--- src/rtl/nvram_ioctl_pkg.sv ---
// ============================================================================
// Module   : nvram_ioctl_pkg
// Purpose  : Shared types and constants for the NVRAM ioctl bridge.
// Revision : 1.0
// ============================================================================
`default_nettype none

package nvram_ioctl_pkg;

    typedef enum logic [1:0] {
        ST_IDLE    = 2'd0,
        ST_SLOT    = 2'd1,
        ST_CAPTURE = 2'd2
    } state_t;

    typedef enum logic {
        OP_RD = 1'b0,
        OP_WR = 1'b1
    } op_t;

    localparam logic [7:0] NVRAM_IOCTL_INDEX = 8'd4;

endpackage : nvram_ioctl_pkg

`default_nettype wire

--- src/rtl/nvram_ioctl_pause.sv ---
// ============================================================================
// Module   : nvram_ioctl_pause
// Purpose  : CPU pause request and end-of-download pulse for the NVRAM bridge.
// Revision : 1.0
// ============================================================================
`default_nettype none

module nvram_ioctl_pause (
    input  logic clk,
    input  logic reset_n,
    input  logic sel,
    input  logic download,
    input  logic index_match,
    input  logic byte_written,
    output logic cpu_pause,
    output logic load_done
);

    logic sel_q;
    logic dl_q;
    logic written;
    logic dl_now;

    assign dl_now = download && index_match;

    always_ff @(posedge clk) begin
        if (!reset_n) begin
            sel_q     <= 1'b0;
            dl_q      <= 1'b0;
            written   <= 1'b0;
            cpu_pause <= 1'b0;
            load_done <= 1'b0;
        end else begin
            sel_q     <= sel;
            dl_q      <= dl_now;
            // Holding through sel_q keeps the core halted one extra cycle so
            // the last byte reaches memory before the CPU runs again.
            cpu_pause <= sel || sel_q;
            load_done <= dl_q && !download && index_match && written;

            if (byte_written) begin
                written <= 1'b1;
            end else if (dl_q && !dl_now) begin
                written <= 1'b0;
            end
        end
    end

endmodule : nvram_ioctl_pause

`default_nettype wire

--- src/rtl/nvram_ioctl.sv ---
// ============================================================================
// Module   : nvram_ioctl
// Purpose  : Bridges hps_io ioctl byte transfers onto a shared NVRAM port.
// Revision : 1.0
// ============================================================================
`default_nettype none

module nvram_ioctl
    import nvram_ioctl_pkg::*;
#(
    parameter logic [7:0]  INDEX = NVRAM_IOCTL_INDEX,
    parameter int unsigned AW    = 8
) (
    input  logic          CLK_18M,
    input  logic          RESET_n,
    input  logic          ioctl_download,
    input  logic          ioctl_upload,
    input  logic [7:0]    ioctl_index,
    input  logic [24:0]   ioctl_addr,
    input  logic          ioctl_wr,
    input  logic          ioctl_rd,
    input  logic [7:0]    ioctl_dout,
    output logic [7:0]    ioctl_din,
    output logic          ioctl_wait,
    input  logic          mem_free,
    output logic [AW-1:0] mem_addr,
    output logic [7:0]    mem_dout,
    output logic          mem_we,
    input  logic [7:0]    mem_din,
    output logic          cpu_pause,
    output logic          load_done
);

    state_t          state;
    op_t             op;
    logic [AW-1:0]   addr_q;
    logic [7:0]      data_q;
    logic            armed;

    logic            index_match;
    logic            sel;
    logic            in_range;
    logic            idle_ready;
    logic            take_wr;
    logic            take_rd;
    logic            wr_accept;

    assign index_match = (ioctl_index == INDEX);
    assign sel         = (ioctl_download || ioctl_upload) && index_match;
    assign in_range    = ((ioctl_addr >> AW) == 25'd0);

    // The cycle right after a write slot is spent in IDLE with mem_we high;
    // strobes are not taken there because ioctl_wait is still asserted.
    assign idle_ready  = (state == ST_IDLE) && !mem_we;
    assign take_wr     = idle_ready && sel && ioctl_wr;
    assign take_rd     = idle_ready && sel && !ioctl_wr && ioctl_rd;
    assign wr_accept   = take_wr && in_range && ioctl_download;

    always_ff @(posedge CLK_18M) begin
        if (!RESET_n) begin
            state      <= ST_IDLE;
            op         <= OP_RD;
            addr_q     <= '0;
            data_q     <= 8'h00;
            armed      <= 1'b0;
            ioctl_wait <= 1'b0;
            ioctl_din  <= 8'h00;
            mem_addr   <= '0;
            mem_dout   <= 8'h00;
            mem_we     <= 1'b0;
        end else begin
            mem_we <= 1'b0;

            case (state)
                ST_IDLE: begin
                    ioctl_wait <= 1'b0;
                    if (take_wr && in_range) begin
                        addr_q     <= ioctl_addr[AW-1:0];
                        data_q     <= ioctl_dout;
                        op         <= OP_WR;
                        ioctl_wait <= 1'b1;
                        state      <= ST_SLOT;
                    end else if (take_rd) begin
                        if (in_range) begin
                            addr_q     <= ioctl_addr[AW-1:0];
                            op         <= OP_RD;
                            ioctl_wait <= 1'b1;
                            state      <= ST_SLOT;
                        end else begin
                            ioctl_din  <= 8'h00;
                        end
                    end
                end

                ST_SLOT: begin
                    if (mem_free) begin
                        mem_addr <= addr_q;
                        if (op == OP_WR) begin
                            mem_dout <= data_q;
                            mem_we   <= 1'b1;
                            state    <= ST_IDLE;
                        end else begin
                            armed    <= 1'b0;
                            state    <= ST_CAPTURE;
                        end
                    end
                end

                ST_CAPTURE: begin
                    // Read data trails the presented address by one cycle.
                    if (armed) begin
                        ioctl_din  <= mem_din;
                        ioctl_wait <= 1'b0;
                        armed      <= 1'b0;
                        state      <= ST_IDLE;
                    end else begin
                        armed      <= 1'b1;
                    end
                end

                default: begin
                    ioctl_wait <= 1'b0;
                    state      <= ST_IDLE;
                end
            endcase
        end
    end

    nvram_ioctl_pause u_pause (
        .clk          (CLK_18M),
        .reset_n      (RESET_n),
        .sel          (sel),
        .download     (ioctl_download),
        .index_match  (index_match),
        .byte_written (wr_accept),
        .cpu_pause    (cpu_pause),
        .load_done    (load_done)
    );

endmodule : nvram_ioctl

`default_nettype wire

--- config.mk ---
export PLATFORM = sky130hd
export DESIGN_NAME = nvram_ioctl
export DESIGN_NICKNAME = d
export VERILOG_FILES = /design/src/rtl/nvram_ioctl_pkg.sv /design/src/rtl/nvram_ioctl_pause.sv /design/src/rtl/nvram_ioctl.sv
export SDC_FILE = /design/constraint.sdc
export NUM_CORES = 1
export LEC_CHECK = 0
export BUFFER_PORTS_ARGS = -buffer_cell sky130_fd_sc_hd__clkbuf_2
export CAP_MARGIN = 20
export CORE_ASPECT_RATIO = 0.5
export CORE_MARGIN = 3
export CORE_UTILIZATION = 27
export CTS_CLUSTER_DIAMETER = 150
export DETAILED_ROUTE_END_ITERATION = 8
export MAX_ROUTING_LAYER = met4
export PLACE_DENSITY = 0.59
export SYNTH_ARGS = -nofsm -noshare
export SYNTH_HDL_FRONTEND = slang
export SYNTH_SLANG_ARGS = --single-unit
--- constraint.sdc ---
create_clock -name CLK_18M -period 1.8 [get_ports CLK_18M]
set_input_delay 0.27 -clock CLK_18M [delete_from_list [all_inputs] [get_ports CLK_18M]]
set_output_delay 0.27 -clock CLK_18M [all_outputs]
set_load 0.01 [all_outputs]
# Word level (Yosys, flattened, before mapping)
# Cells that the tools add are included.
# Widths: inputs -> output; s select.
# totals
register_bits,51
out_inout_bits,28
in_bits,56
word_cells,92
# op_classes
reduce_logical,35
eq_ne,11
bitwise,1
mux,30
# op_table
cell,n
$mux 8,7
$logic_not 25->1,1
$pmux 8 s2,1
$logic_and 1x1->1,13
$mux 1,13
$mux 2,6
$ne 2x2->1 const B,6
$reduce_and 3->1,4
$reduce_bool 2->1,5
$eq 8x3->1 const B,1
$ne 3x2->1 const B,2
$pmux 2 s3,1
$reduce_and 2->1,3
$reduce_and 5->1,1
$logic_not 1->1,4
$reduce_and 4->1,1
$pmux 1 s3,1
$eq 2x1->1 const B,1
$eq 2x2->1 const B,1
$logic_not 2->1,1
$logic_or 1x1->1,2
$pmux 1 s2,1
$not 1->1,1

# Longest topological paths before layout
# depth
depth_word,8
depth_mapped,5

# By module
# A second synthesis with hierarchy kept.
# hier_totals
cells_unflattened,223
area_unflattened_um2,2112.0
# modules_own_cells
mod,cells_per_inst,n_inst,area_per_inst_um2
nvram_ioctl,209,1,1960.6
nvram_ioctl_pause,14,1,151.4

# Least setup slack after synthesis
# Ideal clock, no wire load.
# synth_timing
path_type,input to register
start,input ioctl_addr[20]
end,register addr_q[0]
cell_stages,4
path_buffers,1
arrival_ns,1.416
slack_ns,0.313
required_ns,1.728
path_cell_list,or3_1 > a2111oi_4 > buf_6 > mux2i_1
# synth_via
elab_chain_cells,4
word_cells_on_any_way,6
classes_between,mux (1); reduce/logical (5)
# synth_rtl
element,line_no,rtl
start: declaration,nvram_ioctl.sv:19,"input logic [24:0] ioctl_addr,"
$logic_not 25->1 *,nvram_ioctl.sv:50,assign in_range = ((ioctl_addr >> AW) == 25'd0);
$logic_and 1x1->1,nvram_ioctl.sv:77,if (take_wr && in_range) begin
$reduce_bool 2->1 (no line),n/a,
$reduce_and 3->1 (no line),n/a,
end signal: assignment,nvram_ioctl.sv:78,addr_q <= ioctl_addr[AW-1:0];
end signal: assignment,nvram_ioctl.sv:85,addr_q <= ioctl_addr[AW-1:0];
end: declaration,nvram_ioctl.sv:36,logic [AW-1:0] addr_q;
# Mark *: on every way between the ends. The rest lies on a longest branch, timed or not.
# A chain may end at the register's enable or synchronous reset.

# Worst setup path in the final report
# layout_timing
start,register state[0]
end,register data_q[5]
# layout_via
elab_chain_cells,6
# layout_rtl
element,line_no,rtl
start: declaration,nvram_ioctl.sv:34,state_t state;
start signal: assignment,nvram_ioctl.sv:61,state <= ST_IDLE;
start signal: assignment,nvram_ioctl.sv:82,state <= ST_SLOT;
start signal: assignment,nvram_ioctl.sv:88,state <= ST_SLOT;
$logic_not 2->1 *,"nvram_ioctl.sv:54, nvram_ioctl.sv:74",
$logic_and 1x1->1,nvram_ioctl.sv:54,assign idle_ready = (state == ST_IDLE) && !mem_we;
$logic_and 1x1->1 (2 in series),nvram_ioctl.sv:55,assign take_wr = idle_ready && sel && ioctl_wr;
$logic_and 1x1->1,nvram_ioctl.sv:77,
$reduce_and 2->1 (no line) *,n/a,
end signal: assignment,nvram_ioctl.sv:79,data_q <= ioctl_dout;
end: declaration,nvram_ioctl.sv:37,logic [7:0] data_q;
# Marked as above.

==> flow_metrics.py <==
metrics = {
    "status": {
        "outcome": "completed",
    },
    "logic_synthesis": {
        "seq_area_frac_synth_pct": 47.4,
        "syn_area_per_cell_um2": 9.92,
        "yosys.area.top_type_share_pct": 47.4,
        "synthArstFlopShare_pct": 0,
        "synth_warnings": 0,
        "ys.flop_type": "dfxtp_1",
        "postSynthCellCount": 217,
        "synthTopCellsByArea": "dfxtp_1 47%, mux2i_1 15%, nand2_1 9.2%, nor2b_1 3.5%, nor3b_1 3.1%",
        "synth_top_area_cell": "dfxtp_1",
        "synth_area_um2": 2150,
        "synth_edf_count": 0,
        "yosysUniqueCellTypes": 34,
        "synth_fp_nets": 273,
        "synth_seq_cells": 51,
    },
    "timing": {
        "period_minus_slack_ns": 1.56,
        "final.setup_skew_ns": 0.00722,
        "maxSlewViolCount": 0,
        "post-route-period-util_pct": 86.5,
        "grt_setup_unrepaired": "false",
        "worst-slew-pin-transition_ns": 0.560,
        "slew-limit-headroom_pct": 62.6,
        "clock.fmax_mhz": 642,
        "finalHoldViolCount": 0,
        "setup_viol": 0,
        "setup_tns_ns": 0,
    },
    "final_layout": {
        "nets": 355,
        "area_delta_synth_final_pct": 33.3,
        "num-fill-cells": 782,
        "finalInstanceArea_um2": 2870,
        "diodes": 0,
        "layout-drive-gt1-share_pct": 34.3,
    },
    "place": {
        "gp_congestion": 0.733,
        "place_area_um2": 2700,
        "io_buffers": 83,
        "hpwlAfterDp_um": 3810,
    },
    "drt": {
        "routed_wl_um": 4820,
        "drt-initial-drc-count": 90,
        "wirelength_met1_um": 2090,
        "avgViaCountPerCell": 4.35,
        "drc": 0,
        "wl_per_cell_um": 11.8,
        "dr.pass1.iters": 4,
        "ant_nets": 0,
        "met2_length_um": 2510,
        "routed-wl-met3_um": 198,
        "top_layer_used": "met4",
        "dr_total_vias": 1776,
    },
    "clock_tree": {
        "cts_tree": "built",
        "cts_sinks": 51,
        "clkTransAtPathRegs_ns": 0.07,
        "cts_buffer_depth": 2,
        "cts-root-buf": "clkbuf_16",
        "h-tree-depth": 2,
        "post_cts_buffers": 0,
        "numCtsBuffers": 5,
        "clkLatencyLatePin_ns": 0.28,
    },
    "grt": {
        "antenna_found_initial": 0,
        "grt-ovfl-total": 0,
        "grt_pass1_wl_um": 8370,
        "grt_max_degree": 45,
        "grt_pass1_vias": 1797,
        "grt.total_usage_pct": 11.2,
    },
    "critical_path": {
        "setup.worst_path.end": "data_q[5]",
        "regToRegSetupSlack_ns": 0.24,
        "crit_type": "flip-flop to flip-flop",
        "rr_startpoint": "state[0]",
        "crit_path_max_fanout": 10,
        "r2r-end": "data_q[5]",
        "critPathArrivalTime_ns": 1.77,
        "rr_worst_depth": 5,
        "worstSetupEndpointType": "flip-flop",
        "crit_required_ns": 2.01,
        "startpoint": "state[0]",
        "start_kind": "flip-flop",
    },
    "worst_hold_path": {
        "hold_path.class": "input pin to flip-flop",
    },
    "job": {
        "cap_violations": 0,
    },
    "power": {
        "pwr-share-clk_pct": 46.0,
        "swShare_pct": 20.2,
        "p_sw_w": 0.000469,
        "p_int_w": 0.00186,
        "power.static_leakage_nw": 1.30,
        "p_seq_share_pct": 48.5,
        "peakVddDrop_v": 0.000382,
        "combPwrFrac_pct": 5.6,
        "powerDensity_nw_per_um2": 811,
    },
    "die": {
        "dieArea_um2": 9140,
        "rows": 22,
        "die_h_um": 69.1,
        "start_util_pct": 28.5,
        "fp.coreArea_um2": 7540,
        "io_pins": 84,
        "chipWidth_um": 132,
    },
}
## layout make-up
type / count / area (um2) / share of cell area [%]
sequential: 51 / 1020 / 35.6
clock inverter: 2 / 38.8 / 1.35
multi-input combinational: 151 / 1070 / 37.2
tap: 108 / 135 / 4.71
inverter: 4 / 15.0 / 0.524
clock buffer: 6 / 129 / 4.49
timing repair buffer: 86 / 463 / 16.1
## metrics by stage
stage | cells | setup WS [ns] | power [W] | hold WS, ns | utilization (%)
after CTS | 408 | 0.144 | 0.00235 | 0.213 | 38.0
final | 408 | 0.243 | 0.00233 | 0.216 | 38.0
after floorplan | 217 | 0.313 | 0.00120 | 0.347 | -
after global routing | 408 | 0.0744 | 0.00242 | 0.211 | 38.0
after detailed placement | 400 | 0.0250 | 0.00128 | 0.427 | 35.7
after global placement | 400 | 0.100 | 0.00128 | 0.418 | 35.7
## cells by family after synthesis
group / count (synthesis) / synth area share [%]
DFF: 51 / 47.4
AOI/OAI and AO/OA: 22 / 8.72
buffers and inverters: 15 / 3.26
and+or+nand+nor: 97 / 25.7
muxes: 32 / 14.9
## critical path, cell delays in order, from the launching register on
cell and delay (ns):
dfxtp_1 0.37, nor3_2 0.25, nand4b_2 0.20, nor4_2 0.20, buf_4 0.26, mux2i_1 0.21
## layer usage
metal | GRT usage, % | vias to the layer above
met5 | - | -
met4 | 2.42 | 0
met2 | 19.8 | 35
met3 | 2.33 | 2
li1 | - | 911
met1 | 13.1 | 828
## Yosys cell counts (all sizes together), types with 3 or more instances
| cell type | count |
|---|---|
| inv | 4 |
| buf | 4 |
| nor4 | 5 |
| a21boi | 8 |
| dfxtp | 51 |
| nor3b | 9 |
| nand2 | 53 |
| clkbuf | 7 |
| o21a | 4 |
| nand3 | 3 |
| nor2 | 5 |
| mux2i | 32 |
| nor2b | 12 |
## worst min-delay path by stage
stage / from / to / slack (ns) / depth (start not counted)
finish: ioctl_addr[3] / addr_q[3] / 0.22 / 3
global route: ioctl_addr[6] / addr_q[6] / 0.21 / 3
CTS: ioctl_addr[3] / addr_q[3] / 0.21 / 3
detailed placement: u_pause.sel_q / u_pause.cpu_pause / 0.43 / 1
global placement: u_pause.sel_q / u_pause.cpu_pause / 0.42 / 1
floorplan: ioctl_download / u_pause.load_done / 0.35 / 1
## placed cells by master, fill, tap and decap left out, types with 2 or more instances in the layout
| cell type | synthesis | layout |
|---|---|---|
| nor3b_1 | 9 | 9 |
| buf_12 | 0 | 2 |
| inv_1 | 4 | 4 |
| clkbuf_2 | 0 | 83 |
| nor4_4 | 2 | 2 |
| mux2i_1 | 32 | 32 |
| nor4_2 | 3 | 3 |
| nor2b_1 | 12 | 12 |
| a21boi_0 | 8 | 8 |
| dfxtp_1 | 51 | 51 |
| nor2_1 | 5 | 5 |
| nand3_1 | 3 | 3 |
| o21a_1 | 4 | 4 |
| clkbuf_16 | 0 | 5 |
| nand2_1 | 53 | 53 |
| a21oi_1 | 2 | 2 |
## flip-flops by register name, indices dropped and copies added, names as in the netlist
signal	count
addr_q	8
armed	1
data_q	8
ioctl_din	8
ioctl_wait	1
mem_addr	8
mem_dout	8
mem_we	1
op	1
state	2
u_pause.cpu_pause	1
u_pause.dl_q	1
u_pause.load_done	1
u_pause.sel_q	1
u_pause.written	1
## what timing repair did
item                                    CTS  global route
endpoints found under the setup margin    0            15
gates resized for setup                   0             1
hold buffers                              0             0
## power groups by stage
| stage | clock network [W] | registers [W] | logic [W] |
|---|---|---|---|
| finish | 0.00107 | 0.00113 | 0.000129 |
| global route | 0.00115 | 0.00113 | 0.000145 |
| global placement | 0 | 0.00115 | 0.000127 |
| floorplan | 0 | 0.00115 | 0.0000489 |
| CTS | 0.00110 | 0.00113 | 0.000131 |
| detailed placement | 0 | 0.00115 | 0.000131 |
No activity file was read; power rests on OpenSTA's default activity.
